===== src/rtl/cnt_ring_pkg.sv =====
// Shared types and the shift-step function for the ring/Johnson counter family.
// next_state works on a MAX_W-bit container; callers pass their real width in w.
package cnt_ring_pkg;

  localparam int MAX_W = 64;

  typedef enum logic {
    MODE_RING    = 1'b0,
    MODE_JOHNSON = 1'b1
  } mode_e;

  typedef enum logic {
    DIR_LEFT  = 1'b0,
    DIR_RIGHT = 1'b1
  } dir_e;

  // Bits at or above w are returned as zero.
  function automatic logic [MAX_W-1:0] next_state(
    input logic [MAX_W-1:0] s,
    input mode_e            mode,
    input dir_e             dir,
    input int               w
  );
    logic [MAX_W-1:0] r;
    logic             fb;
    r  = '0;
    fb = 1'b0;
    if (dir == DIR_LEFT) begin
      for (int i = 0; i < MAX_W; i++) begin
        if (i == w - 1) fb = s[i];
      end
      for (int i = 1; i < MAX_W; i++) begin
        if (i < w) r[i] = s[i-1];
      end
      r[0] = (mode == MODE_JOHNSON) ? ~fb : fb;
    end else begin
      fb = s[0];
      for (int i = 0; i < MAX_W - 1; i++) begin
        if (i < w - 1) r[i] = s[i+1];
      end
      for (int i = 0; i < MAX_W; i++) begin
        if (i == w - 1) r[i] = (mode == MODE_JOHNSON) ? ~fb : fb;
      end
    end
    return r;
  endfunction

endpackage


===== src/rtl/cnt_ring_legal_chk.sv =====
// Combinational legality test of a counter state for the selected mode.
// Johnson states may have at most one linear (non-wrapping) bit transition.
module cnt_ring_legal_chk
  import cnt_ring_pkg::*;
#(
  parameter int WIDTH = 4
) (
  input  logic [WIDTH-1:0] s,
  input  mode_e            mode,
  output logic             legal
);

  logic [WIDTH-2:0] edges;

  assign edges = s[WIDTH-1:1] ^ s[WIDTH-2:0];

  always_comb begin
    legal = (mode == MODE_JOHNSON) ? $onehot0(edges) : $onehot(s);
  end

endmodule


===== src/rtl/cnt_ring_gen.sv =====
// WIDTH-bit ring/Johnson sequencer with load, illegal-state recovery to HOME,
// terminal-count pulse on landing at HOME and a modulo wrap counter.
module cnt_ring_gen
  import cnt_ring_pkg::*;
#(
  parameter int WIDTH  = 4,
  parameter int WRAP_W = 8
) (
  input  logic              Clk,
  input  logic              reset,
  input  logic              en,
  input  logic              mode,
  input  logic              dir,
  input  logic              load,
  input  logic [WIDTH-1:0]  load_val,
  output logic [WIDTH-1:0]  q,
  output logic              tc,
  output logic              err,
  output logic [WRAP_W-1:0] wraps
);

  localparam logic [WIDTH-1:0] HOME = WIDTH'(1);

  logic [WIDTH-1:0]  q_q, q_d;
  logic              tc_q, tc_d;
  logic              err_q, err_d;
  logic [WRAP_W-1:0] wraps_q, wraps_d;

  logic              q_legal;
  logic              load_legal;
  logic [WIDTH-1:0]  q_adv;

  cnt_ring_legal_chk #(.WIDTH(WIDTH)) u_chk_q (
    .s     (q_q),
    .mode  (mode_e'(mode)),
    .legal (q_legal)
  );

  cnt_ring_legal_chk #(.WIDTH(WIDTH)) u_chk_load (
    .s     (load_val),
    .mode  (mode_e'(mode)),
    .legal (load_legal)
  );

  assign q_adv = WIDTH'(next_state(MAX_W'(q_q), mode_e'(mode), dir_e'(dir), WIDTH));

  always_comb begin
    q_d     = q_q;
    tc_d    = 1'b0;
    err_d   = 1'b0;
    wraps_d = wraps_q;
    if (load) begin
      if (load_legal) begin
        q_d = load_val;
      end else begin
        q_d   = HOME;
        err_d = 1'b1;
      end
    end else if (en) begin
      // A state left over from the other mode is replaced rather than advanced.
      if (!q_legal) begin
        q_d   = HOME;
        err_d = 1'b1;
      end else begin
        q_d = q_adv;
        if (q_adv == HOME) begin
          tc_d    = 1'b1;
          wraps_d = wraps_q + 1'b1;
        end
      end
    end
  end

  always_ff @(posedge Clk or posedge reset) begin
    if (reset) begin
      q_q     <= HOME;
      tc_q    <= 1'b0;
      err_q   <= 1'b0;
      wraps_q <= '0;
    end else begin
      q_q     <= q_d;
      tc_q    <= tc_d;
      err_q   <= err_d;
      wraps_q <= wraps_d;
    end
  end

  assign q     = q_q;
  assign tc    = tc_q;
  assign err   = err_q;
  assign wraps = wraps_q;

endmodule

===== config.mk =====
export PLATFORM = sky130hd
export DESIGN_NAME = cnt_ring_gen
export DESIGN_NICKNAME = d
export VERILOG_FILES = /design/src/rtl/cnt_ring_pkg.sv /design/src/rtl/cnt_ring_legal_chk.sv /design/src/rtl/cnt_ring_gen.sv
export SDC_FILE = /design/constraint.sdc
export NUM_CORES = 1
export LEC_CHECK = 0
export ABC_AREA = 1
export BUFFER_PORTS_ARGS = -buffer_cell sky130_fd_sc_hd__buf_4
export CORE_MARGIN = 2
export CORE_UTILIZATION = 52
export CTS_BUF_LIST = sky130_fd_sc_hd__clkbuf_8
export DETAILED_ROUTE_END_ITERATION = 7
export PLACE_DENSITY = 0.76
export SETUP_SLACK_MARGIN = 0.05
export SLEW_MARGIN = 40
export SYNTH_ARGS = -nofsm -noshare
export SYNTH_HDL_FRONTEND = slang
export SYNTH_HIERARCHICAL = 1
export SYNTH_SLANG_ARGS = --single-unit

===== constraint.sdc =====
create_clock -name Clk -period 2.4 [get_ports Clk]
set_input_delay 0.12 -clock Clk [delete_from_list [all_inputs] [get_ports Clk]]
set_output_delay 0.12 -clock Clk [all_outputs]
set_load 0.02 [all_outputs]

# Yosys cells after proc, flatten, opt, wreduce, memory -nomap -nowiden
# Index checks and enable logic that the tools add are counted.
word_totals:
  reg_bits: 14
  in_bits: 10
  output_inout_bits: 14
  elab_cells: 45
classes:
  addsub: 11
  n_lt_le_gt_ge: 2
  n_eq_ne: 3
  n_mux: 18
  bitwise: 5
  reduce_logical: 2
op_table:
  columns: ["operator", "n"]
  rows:
  - ["4-bit two-way mux", 5]
  - ["1-bit two-way mux", 13]
  - ["1-bit by 1-bit adder with 2-bit output", 6]
  - ["8-bit by 1-bit adder with 8-bit output, second input constant", 1]
  - ["3-bit adder", 2]
  - ["3-bit by 1-bit equality test with 1-bit output, second input constant", 2]
  - ["3-bit XOR", 2]
  - ["2-bit by 1-bit adder with 2-bit output", 2]
  - ["4-bit by 1-bit equality test with 1-bit output, second input constant", 1]
  - ["2-bit by 1-bit <= comparator with 1-bit output, second input constant", 2]
  - ["4-bit AND reduction", 1]
  - ["1-bit inverter", 3]
  - ["2-bit nonzero test", 1]

# Longest topological paths before layout
# Gate-level depths: netlist (run 1).
logic_depth:
  word_depth: 9
  mapped_depth: 13
  depth_no_buf: 13

# By module
# The synthesis (run 1) kept the hierarchy.
modules_own_cells:
  columns: ["mod", "n_inst", "cells_per_inst", "area_each_um2", "seq_area_each_um2"]
  rows:
  - ["cnt_ring_gen", 1, 133, 978.4, 351.6]
  - ["cnt_ring_legal_chk", 2, 21, 142.6, 0.0]

# Least setup slack after synthesis (run 1)
# OpenSTA, ideal clock, no wires.
synth_timing:
  kind: "flip-flop to flip-flop"
  from: "reg q_q[0], in the netlist q[0]"
  to: "reg wraps_q[0], in the netlist wraps[0]"
  setup_ps: 118
  t_arrival_ps: 2429
  required_ps: 2282
  setup_slack_ps: -147
  stages_incl_launch_ff: 13
  path_buffers: 0
  synth_period_minus_slack_ps: 2547
  cell_sequence: "dfstp_2 inv_1 fa_1 inv_1 ha_1 ha_1 nand3b_1 nand2_1 nand3_2 nor2_4 nand4_4 nand2_1 nand2_1"
synth_between:
  elab_chain_len: 6
  word_cells_on_any_way: 13
  classes_between: "add/sub (4); order compare (1); eq/ne (2); mux (3); bitwise (2); reduce/logical (1)"
synth_lines:
  columns: ["item", "line_no", "rtl"]
  rows:
  - ["start: declaration", "cnt_ring_gen.sv:24", "logic [WIDTH-1:0] q_q, q_d;"]
  - ["start signal: assignment", "cnt_ring_gen.sv:81", "q_q <= q_d;"]
  - ["3-bit XOR", "cnt_ring_legal_chk.sv:15", "assign edges = s[WIDTH-1:1] ^ s[WIDTH-2:0];"]
  - ["1-bit by 1-bit adder with 2-bit output (implied by the code)", "cnt_ring_legal_chk.sv:18", "legal = (mode == MODE_JOHNSON) ? $onehot0(edges) : $onehot(s);"]
  - ["2-bit by 1-bit adder with 2-bit output (implied by the code)", "cnt_ring_legal_chk.sv:18", null]
  - ["2-bit by 1-bit <= comparator with 1-bit output (implied by the code)", "cnt_ring_legal_chk.sv:18", null]
  - ["1-bit two-way mux *", "cnt_ring_legal_chk.sv:18", null]
  - ["net q_legal", "cnt_ring_gen.sv:29", "logic q_legal;"]
  - ["4-bit AND reduction (no source line) *", null, null]
  - ["end signal: assignment", "cnt_ring_gen.sv:84", "wraps_q <= wraps_d;"]
  - ["end: declaration", "cnt_ring_gen.sv:27", "logic [WRAP_W-1:0] wraps_q, wraps_d;"]
# The timed path passes the listed nets; every way through them passes the cells marked *.
# A chain may end at the register's enable or synchronous reset.

# Worst setup path in the final report (run 1)
layout_timing:
  from: "reg q_q[0], in the netlist q[0]"
  to: "reg wraps_q[5], in the netlist wraps[5]"
# The elaborated chain is that of the path after synthesis.

==> qor.yml, run 1 <==
die_w_um: 53.30
port-buffer-count: 23
fmax_mhz: 416.8
regToRegStartpoint: "q[0]"
ys_seq_elements: 14
initial_core_util: 0.5605
min_from: "load_val[2]"
ys_seq_area_frac: 0.2782
final_layout_size_suffix_gt1_frac: 0.3430
numClockSinks: 14
placed_cell_area_mm2: 0.001483
grt_pass1_wl_mm: 4.809
final-hold-violation-count: 0
std_cell_rows: 17
period_share: 0.9998
r2r_cells: 12
num_vias: 1241
routed_wirelength_mm: 2.802
synth.top_cell.area_share: 0.2574
finalPower_uw: 1001
grt_start_max_net_pins: 15
holdWs_ns: 0.1197
hold_end: "q[2]"
setup_tns_ns: 0
grt_pass1_vias: 1125
final_antenna_net_count: 0
final_area_mm2: 0.001614
synth-edff-count: 0
stdcell_count: 235
crit_fanout: 5
holdPathStages: 3
setup_viol: 0
synthDominantAreaCellType: "dfrtp_1"
overflow: 0
vdd_drop_max_mv: 0.4820
critPathKind: "flip-flop to flip-flop"
cp.required_ns: 2.54
ys_warn_count: 6
die_y_um: 53.30
antenna_found_initial: 0
dpl.cell_count: 227
powerDensity_mw_per_mm2: 620.1
dp_hpwl_mm: 2.211
start_kind: "flip-flop"
period_needed_ns: 2.399
worst_slew_pin_slew_ns: 0.5380
tritoncts: "yes"
cts_max_level: 1
place.gp.congestion: 0.8184
dr.pass1.iters: 4
ys.flop_type: "dfrtp_1"
numCtsBuffers: 3
dieArea_mm2: 0.002840
syn_area_mm2: 0.001264
arrival_ns: 2.54
hold_class: "input port to flip-flop"
rrSetupSlack_ns: 0.0006
netlist_top_cells_count: "57 x nand2_1, 27 x inv_1, 13 x dfrtp_1"
drc: 0
leakagePower_uw: 0.0008647
drv_slew: 0
cts_root_buf: "clkbuf_8"
clock_path_buffers: 2
clkTransAtPathRegs_ns: 0.06
postSynth.asyncResetShare: 1.000
grtUsageTotal: 0.2350
regToRegEndpoint: "wraps[5]"
design.core.area_mm2: 0.002255
synthCells: 175
final_nets: 229
syn-num-nets: 196
io-pin-count: 24
synth_area_per_cell_um2: 7.221
synth_most_common_cell: "nand2_1"
maxSlewHeadroom: 0.6409
drtIter0Drc: 28
status: "complete, no violations"
skew_ns: 0.0006419
max-cap-violations: 0
ys_types: 27
synthTopCellsByArea: "dfrtp_1 26%, nand2_1 17%, ha_1 8.9%, inv_1 8.0%, nand4_1 5.4%"
wl_per_cell_um: 11.92
diodes: 0
grt_setup_unrepaired: "true"
crit_path_end_kind: "flip-flop"
via_per_inst: 5.281
insertion_delay_ns: 0.25
syn_to_final_growth_pct: 27.72
worst max path at each step:
stage,slack [ns],cells past startpoint,start,end
floorplan,-0.03,12,q[0],wraps[0]
global placement,0.03,12,q[0],wraps[7]
detailed placement,-0.03,12,q[0],wraps[5]
CTS,0.0008,12,q[0],wraps[5]
global route,-0.11,12,q[0],wraps[5]
finish,0.0006,12,q[0],wraps[5]
through the flow:
step                  util  setup slack [ns]
floorplan                -          -0.03094
global placement    0.6576           0.02828
detailed placement  0.6576          -0.03308
CTS                 0.6920         0.0007963
global route        0.7159           -0.1072
finish              0.7159         0.0005898
sequential cells by signal (all words and copies together), names as in the netlist:
name   count
err        1
q          4
tc         1
wraps      8
where the power goes:
| group | total [µW] | internal (µW) | switching [µW] |
|---|---|---|---|
| Combinational | 472 | 191 | 281 |
| Sequential | 300 | 268 | 32.7 |
| Clock | 228 | 145 | 82.9 |
kinds of logic after synthesis:
| family | count (synthesis) | synth area share |
|---|---|---|
| compound gates | 6 | 0.04059 |
| flops | 14 | 0.2782 |
| simple gates | 108 | 0.4307 |
| fa+ha+maj | 11 | 0.1208 |
| buf+inv | 34 | 0.1158 |
| xor+xnor | 2 | 0.01386 |
repair_timing:
| action | in CTS | in global routing |
|---|---|---|
| endpoints found under the setup margin | 8 | 12 |
| pin swaps | 5 | 13 |
| endpoints found under the hold margin | 13 | 0 |
| setup buffers | 0 | 3 |
| hold buffers | 1 | 0 |
| gates resized for setup | 1 | 10 |
layout by cell type (no fill, tap or decap), types with 3 or more instances in the layout:
cell / synthesis / final
nand2_1: 57 / 51
nor3_1: 3 / 3
nor2_1: 9 / 8
nor2_2: 2 / 3
dfrtp_1: 13 / 11
clkbuf_8: 0 / 4
inv_1: 27 / 25
inv_2: 4 / 6
nand4_1: 11 / 11
nand3_1: 8 / 7
nand2_2: 7 / 13
ha_1: 9 / 7
buf_4: 1 / 28
nand3b_1: 4 / 4
cell type report:
class                           instances  area, µm²
Tap cell                               28      35.03
Sequential cell                        14      354.1
Clock buffer                            4      55.05
Fill cell                             184      640.6
Multi-Input combinational cell        127      810.8
Timing Repair Buffer                   30      231.5
Inverter                               32      127.6
critical path: stages, from the launching register on:
cell and delay (ns):
dfstp_2 0.53, inv_2 0.04, fa_1 0.47, inv_1 0.04, ha_2 0.17, ha_4 0.20
nand3b_1 0.16, nand2_2 0.10, nand3_2 0.08, nor2_4 0.18, nand4_4 0.17, nand2_2 0.10
nand2_2 0.04
per-layer routing:
layer	global-route usage	vias to the layer above	share of wire
li1	-	615	-
met1	0.2988	582	0.46
met2	0.3868	38	0.47
met3	0.05085	6	0.060
met4	0.08547	0	0.013
met5	0	-	0
Note: power is estimated with default switching activity, not from simulation.
==> inputs of run 2 (changes only) <==
Settings changed: CTS_BUF_LIST sky130_fd_sc_hd__clkbuf_8 to sky130_fd_sc_hd__clkbuf_4.
==> qor.yml, run 2 (same netlist as run 1, synthesis figures left out) <==
status: "complete, but fails checks"  # was complete, no violations
violations: "setup timing"
grt_pass1_vias: 1109  # was 1125
cts_max_level: 1  # unchanged
period_needed_ns: 2.414  # was 2.399 ns
holdWs_ns: 0.08252  # was 0.1197 ns
wl_per_cell_um: 11.85  # was 11.92 µm
final-hold-violation-count: 0  # unchanged
design.core.area_mm2: 0.002255  # unchanged
pwr-share-seq: 0.330  # was 0.300
clockPowerShare: 0.150  # was 0.228
path_common_cell: "nand2_2"  # unchanged
drtIter0Drc: 27  # was 28
insertion_delay_ns: 0.28  # was 0.25 ns
tritoncts: "yes"  # unchanged
cts_root_buf: "clkbuf_4"  # was clkbuf_8
grt_start_max_net_pins: 15  # unchanged
crit_fanout: 5  # unchanged
grtUsageTotal: 0.2315  # was 0.2350
place.gp.congestion: 0.8184  # unchanged
layout_setup_ws_ns: -0.01363  # was 0.0005898 ns
cp.required_ns: 2.58  # was 2.54 ns
num_vias: 1237  # was 1241
p_int_uw: 518.3  # was 604.0 µW
max-cap-violations: 0  # unchanged
powerDensity_mw_per_mm2: 574.4  # was 620.1 mW/mm²
worst_slew_pin_slew_ns: 0.5386  # was 0.5380 ns
port-buffer-count: 23  # unchanged
min_from: "load_val[2]"  # unchanged
leakagePower_uw: 0.0008513  # was 0.0008647 µW
r2r_cells: 12  # unchanged
crit_chain: "inv_2 -> fa_1 -> inv_1 -> ha_2 -> ha_4 -> nand3b_1 -> nand2_2 -> nand3_2 -> nor2_4 -> nand4_4 -> nand2_2 -> nand2_1"  # was inv_2 -> fa_1 -> inv_1 -> ha_2 -> ha_4 -> nand3b_1 -> nand2_2 -> nand3_2 -> nor2_4 -> nand4_4 -> nand2_2 -> nand2_2
nFillCells: 187  # was 184
drv_slew: 0  # unchanged
rrSetupSlack_ns: -0.01  # was 0.0006 ns
syn_to_final_growth_pct: 25.45  # was 27.72%
io-pin-count: 24  # unchanged
setup_viol: 5  # was 0
start_kind: "flip-flop"  # unchanged
final_antenna_net_count: 0  # unchanged
dr.pass1.iters: 4  # unchanged
numCtsBuffers: 3  # unchanged
grt_setup_unrepaired: "true"  # unchanged
crit_path_end_kind: "flip-flop"  # unchanged
die_w_um: 53.30  # unchanged
critical_path.top_delay_family: "simple AND/OR/NAND/NOR gates"  # was adder cells
utilization: 0.7031  # was 0.7159
skew_ns: 0.002355  # was 0.0006419 ns
hold_end: "q[2]"  # unchanged
arrival_ns: 2.59  # was 2.54 ns
switchingPower_uw: 392.2  # was 396.8 µW
overflow: 0  # unchanged
worstPathBufferInverterCount: 2  # unchanged
drc: 0  # unchanged
final_cell_mix: "51 x nand2_1, 28 x buf_4, 25 x inv_1, 13 x nand2_2"  # unchanged
die_y_um: 53.30  # unchanged
switching_share: 0.4308  # was 0.3965
std_cell_rows: 17  # unchanged
max_stage_delay_ns: 0.54  # was 0.53 ns
holdPathStages: 3  # unchanged
clkTransAtPathRegs_ns: 0.08  # was 0.06 ns
maxSlewHeadroom: 0.6406  # was 0.6409
vdd_drop_max_mv: 0.5869  # was 0.4820 mV
clock_path_buffers: 2  # unchanged
fmax_mhz: 414.3  # was 416.8 MHz
initial_core_util: 0.5605  # unchanged
final_nets: 229  # unchanged
grt_pass1_wl_mm: 4.774  # was 4.809 mm
pre_cts_ws_ns: -0.03308  # unchanged
mostFrequentLayoutCell: "nand2_1"  # unchanged
routed_wirelength_mm: 2.785  # was 2.802 mm
finalPower_uw: 910.5  # was 1001 µW
hold_class: "input port to flip-flop"  # unchanged
slowest_stage: "dfstp_2"  # unchanged
critPathKind: "flip-flop to flip-flop"  # unchanged
largest_register_ffs: 8  # unchanged
final_layout_size_suffix_gt1_frac: 0.3382  # was 0.3430
antenna_found_initial: 0  # unchanged
combPwrFrac: 0.520  # was 0.472
regToRegEndpoint: "wraps[0]"  # was wraps[5]
dieArea_mm2: 0.002840  # unchanged
period_share: 1.006  # was 0.9998
regToRegStartpoint: "q[0]"  # unchanged
numClockSinks: 14  # unchanged
diodes: 0  # unchanged
via_per_inst: 5.264  # was 5.281
dp_hpwl_mm: 2.211  # unchanged
-- run 2: worst reg2reg max path, stage by stage, from the launching register on --
cell and delay (ns):
dfstp_2 0.54, inv_2 0.04, fa_1 0.47, inv_1 0.04, ha_2 0.17, ha_4 0.20, nand3b_1 0.16, nand2_2 0.10
nand3_2 0.08, nor2_4 0.19, nand4_4 0.17, nand2_2 0.10, nand2_1 0.05
-- run 2: through the flow --
step            TNS (ns)  cell area, µm²  std cells
2_1_floorplan    -0.1206            1271        175
3_3_place_gp           0            1483        227
3_5_place_dp     -0.1089            1483        227
4_1_cts        -0.007374            1531        232
5_1_grt          -0.7307            1585        235
6_report        -0.05183            1585        235
-- run 2: worst max path at each step --
stage,from,to,cells after the start
2_1_floorplan,q[0],wraps[0],12
3_3_place_gp,q[0],wraps[7],12
3_5_place_dp,q[0],wraps[5],12
4_1_cts,q[0],wraps[5],12
5_1_grt,q[0],wraps[5],12
6_report,q[0],wraps[0],12
-- run 2: final cells by class --
type / count / area (µm²) / share of cell area
multi-input cells: 127 / 810.8 / 0.5114
flip-flops and latches: 14 / 354.1 / 0.2234
repair buffers: 30 / 231.5 / 0.1460
inverters: 32 / 127.6 / 0.08050
well taps: 28 / 35.03 / 0.02210
clock buffers: 3 / 22.52 / 0.01421
clock inverters: 1 / 3.754 / 0.002368
-- run 2: what timing repair did --
| item | CTS | global route |
|---|---|---|
| setup buffers | 0 | 3 |
| setup endpoints to repair | 8 | 12 |
| pin swaps | 5 | 12 |
| resized for setup | 1 | 10 |
| hold buffers | 1 | 0 |
| hold endpoints to repair | 13 | 0 |
-- run 2: metal layers --
layer | GRT usage | vias up | routed length (µm)
met5 | 0 | - | 0
met4 | 0.06410 | 0 | 25
met3 | 0.04237 | 4 | 146
met2 | 0.3848 | 35 | 1305
met1 | 0.3040 | 581 | 1309
li1 | - | 617 | -
-- run 2: power groups by stage --
stage / logic [µW] / registers [µW] / clock network (µW)
floorplan: 256 / 344 / 0
global placement: 412 / 300 / 0
detailed placement: 428 / 303 / 0
CTS: 435 / 299 / 139
global route: 528 / 305 / 151
finish: 473 / 301 / 137
==> inputs of run 3 (changes only) <==
Settings changed: ABC_AREA 1 to unset, CORE_UTILIZATION 52 to 50, PLACE_DENSITY 0.76 to 0.74.
==> qor.yml, run 3 <==
critPathLaunch: "q[0]"  # unchanged
io-pin-count: 24  # unchanged
largest_register_ffs: 8  # unchanged
grt_pass1_vias: 986  # was 1109
violations: "setup timing"  # unchanged
utilization: 0.7463  # was 0.7031
grtUsageTotal: 0.2217  # was 0.2315
start_kind: "flip-flop"  # unchanged
max-cap-violations: 0  # unchanged
period_needed_ns: 2.683  # was 2.414 ns
max_stage_delay_ns: 0.55  # was 0.54 ns
drv_slew: 0  # unchanged
cts_max_level: 1  # unchanged
path_depth: 11  # was 12
grt_start_max_net_pins: 15  # unchanged
hold_end: "q[0]"  # was q[2]
place.gp.congestion: 0.7809  # was 0.8184
numCtsBuffers: 3  # unchanged
vdd_drop_max_mv: 0.4731  # was 0.5869 mV
rrSetupSlack_ns: -0.28  # was -0.01 ns
numClockSinks: 14  # unchanged
dp_hpwl_mm: 1.898  # was 2.211 mm
setup_viol: 11  # was 5
design.core.area_mm2: 0.002002  # was 0.002255 mm²
nFillCells: 154  # was 187
cts_root_buf: "clkbuf_4"  # unchanged
std_cell_rows: 16  # was 17
syn_to_final_growth_pct: 37.40  # was 25.45%
final_cell_mix: "30 x buf_4, 11 x inv_1, 11 x dfrtp_1, 9 x xnor2_1, 7 x ha_1"  # was 51 x nand2_1, 28 x buf_4, 25 x inv_1, 13 x nand2_2
overflow: 0  # unchanged
synth-edff-count: 0  # unchanged
die_w_um: 50.63  # was 53.30 µm
period_share: 1.118  # was 1.006
cp.required_ns: 2.57  # was 2.58 ns
worst_slew_pin_slew_ns: 0.5269  # was 0.5386 ns
regToRegEndpoint: "wraps[1]"  # was wraps[0]
synthTopCellsByArea: "dfrtp_1 30%, ha_1 10%, xnor2_1 8.1%, inv_1 4.8%, fa_1 3.7%"  # was dfrtp_1 26%, nand2_1 17%, ha_1 8.9%, inv_1 8.0%, nand4_1 5.4%
via_per_inst: 5.464  # was 5.264
num_vias: 918  # was 1237
syn_area_mm2: 0.001087  # was 0.001264 mm²
dr.pass1.iters: 4  # unchanged
crit_fanout: 3  # was 5
min_from: "load"  # was load_val[2]
tritoncts: "yes"  # unchanged
holdPathStages: 2  # was 3
worstPathBufferInverterCount: 2  # unchanged
drc: 0  # unchanged
r2r_cells: 11  # was 12
grt_setup_unrepaired: "true"  # unchanged
dieArea_mm2: 0.002563  # was 0.002840 mm²
ys.flop_type: "dfrtp_1"  # unchanged
critical_path.top_delay_family: "adder cells"  # was simple AND/OR/NAND/NOR gates
final_antenna_net_count: 0  # unchanged
clock_path_buffers: 2  # unchanged
arrival_ns: 2.86  # was 2.59 ns
crit_path_end_kind: "flip-flop"  # unchanged
diodes: 0  # unchanged
critPathKind: "flip-flop to flip-flop"  # unchanged
hold_class: "input port to flip-flop"  # unchanged
ys_seq_area_frac: 0.3234  # was 0.2782
wl_per_cell_um: 14.96  # was 11.85 µm
ys_types: 41  # was 27
final_layout_size_suffix_gt1_frac: 0.4326  # was 0.3382
skew_ns: 0.007064  # was 0.002355 ns
ys_seq_elements: 14  # unchanged
maxSlewHeadroom: 0.6484  # was 0.6406
insertion_delay_ns: 0.28  # about the same
fmax_mhz: 372.6  # was 414.3 MHz
initial_core_util: 0.5431  # was 0.5605
synthDominantAreaCellType: "dfrtp_1"  # unchanged
synthCells: 105  # was 175
port-buffer-count: 23  # unchanged
synth_area_per_cell_um2: 10.36  # was 7.221 µm²
powerDensity_mw_per_mm2: 668.8  # was 574.4 mW/mm²
syn-num-nets: 126  # was 196
grt_pass1_wl_mm: 4.374  # was 4.774 mm
clkTransAtPathRegs_ns: 0.09  # was 0.08 ns
layout_setup_ws_ns: -0.2835  # was -0.01363 ns
regToRegStartpoint: "q[0]"  # unchanged
drtIter0Drc: 5  # was 27
crit_chain: "inv_2 -> fa_1 -> inv_2 -> ha_4 -> ha_4 -> nor4b_4 -> a211o_1 -> nand3b_1 -> nor2_2 -> o21ai_2 -> mux2_4"  # was inv_2 -> fa_1 -> inv_1 -> ha_2 -> ha_4 -> nand3b_1 -> nand2_2 -> nand3_2 -> nor2_4 -> nand4_4 -> nand2_2 -> nand2_1
routed_wirelength_mm: 2.514  # was 2.785 mm
antenna_found_initial: 0  # unchanged
synth.top_cell.area_share: 0.2992  # was 0.2574
ys_warn_count: 6  # unchanged
netlist_top_cells_count: "14 x inv_1, 13 x dfrtp_1, 10 x xnor2_1"  # was 57 x nand2_1, 27 x inv_1, 13 x dfrtp_1
pre_cts_ws_ns: -0.2939  # was -0.03308 ns
final-hold-violation-count: 0  # unchanged
die_y_um: 50.63  # was 53.30 µm
postSynth.asyncResetShare: 1.000  # unchanged
slowest_stage: "dfstp_2"  # unchanged
leakagePower_uw: 0.0007093  # was 0.0008513 µW
synth_most_common_cell: "inv_1"  # was nand2_1
holdWs_ns: 0.05589  # was 0.08252 ns
status: "complete, but fails checks"  # unchanged
final_nets: 163  # was 229
mostFrequentLayoutCell: "buf_4"  # was nand2_1
-- run 3: cell type report --
cell class | instances | area [µm²] | area share
timing repair buffer | 34 | 269.0 | 0.1801
multi-input combinational | 75 | 754.5 | 0.5050
inverter | 14 | 52.55 | 0.03518
tap | 27 | 33.78 | 0.02261
sequential | 14 | 354.1 | 0.2370
clock buffer | 4 | 30.03 | 0.02010
-- run 3: through the flow --
| stage | std cells | TNS, ns | area, µm² | total power [µW] |
|---|---|---|---|---|
| floorplan | 105 | -2.232 | 1121 | 586.5 |
| global placement | 162 | -1.575 | 1380 | 749.1 |
| detailed placement | 162 | -2.238 | 1380 | 766.2 |
| CTS | 167 | -1.910 | 1438 | 939.4 |
| global route | 168 | -3.598 | 1494 | 1076 |
| finish | 168 | -2.337 | 1494 | 999.2 |
-- run 3: cell families after synthesis --
group	after synthesis	synth area share
buffers and inverters	16	0.06214
adder cells (fa/ha/maj)	11	0.1404
flip-flops	14	0.3234
XOR/XNOR	13	0.1047
AND/OR/NAND/NOR	27	0.1807
AO/OA/AOI/OAI	20	0.1462
multiplexers	4	0.04257
-- run 3: how the worst max path moves through the flow --
stage | endpoint | slack (ns)
floorplan | wraps[1] | -0.41
global placement | wraps[1] | -0.21
detailed placement | wraps[4] | -0.29
CTS | wraps[4] | -0.25
global route | wraps[4] | -0.39
finish | wraps[1] | -0.28
-- run 3: what timing repair did --
| item | CTS | global route |
|---|---|---|
| gates cloned | 0 | 0 |
| gates resized for setup | 6 | 9 |
| hold endpoints to repair | 13 | 0 |
| pin swaps | 7 | 2 |
| buffers inserted | 1 | 1 |
| endpoints found under the setup margin | 13 | 14 |
| hold buffers | 1 | 0 |
-- run 3: where the power goes --
part | total [µW] | leakage [µW] | switching [µW] | internal [µW]
clock | 152 | 0.0000184 | 75.9 | 75.8
combinational | 544 | 0.000508 | 275 | 269
sequential | 304 | 0.000183 | 34.0 | 270
-- run 3: metal layers --
layer | routed length [µm] | global-route usage
met3 | 86 | 0.05060
met2 | 1334 | 0.3904
met5 | 0 | 0
met1 | 1093 | 0.2782
met4 | 0 | 0.04054
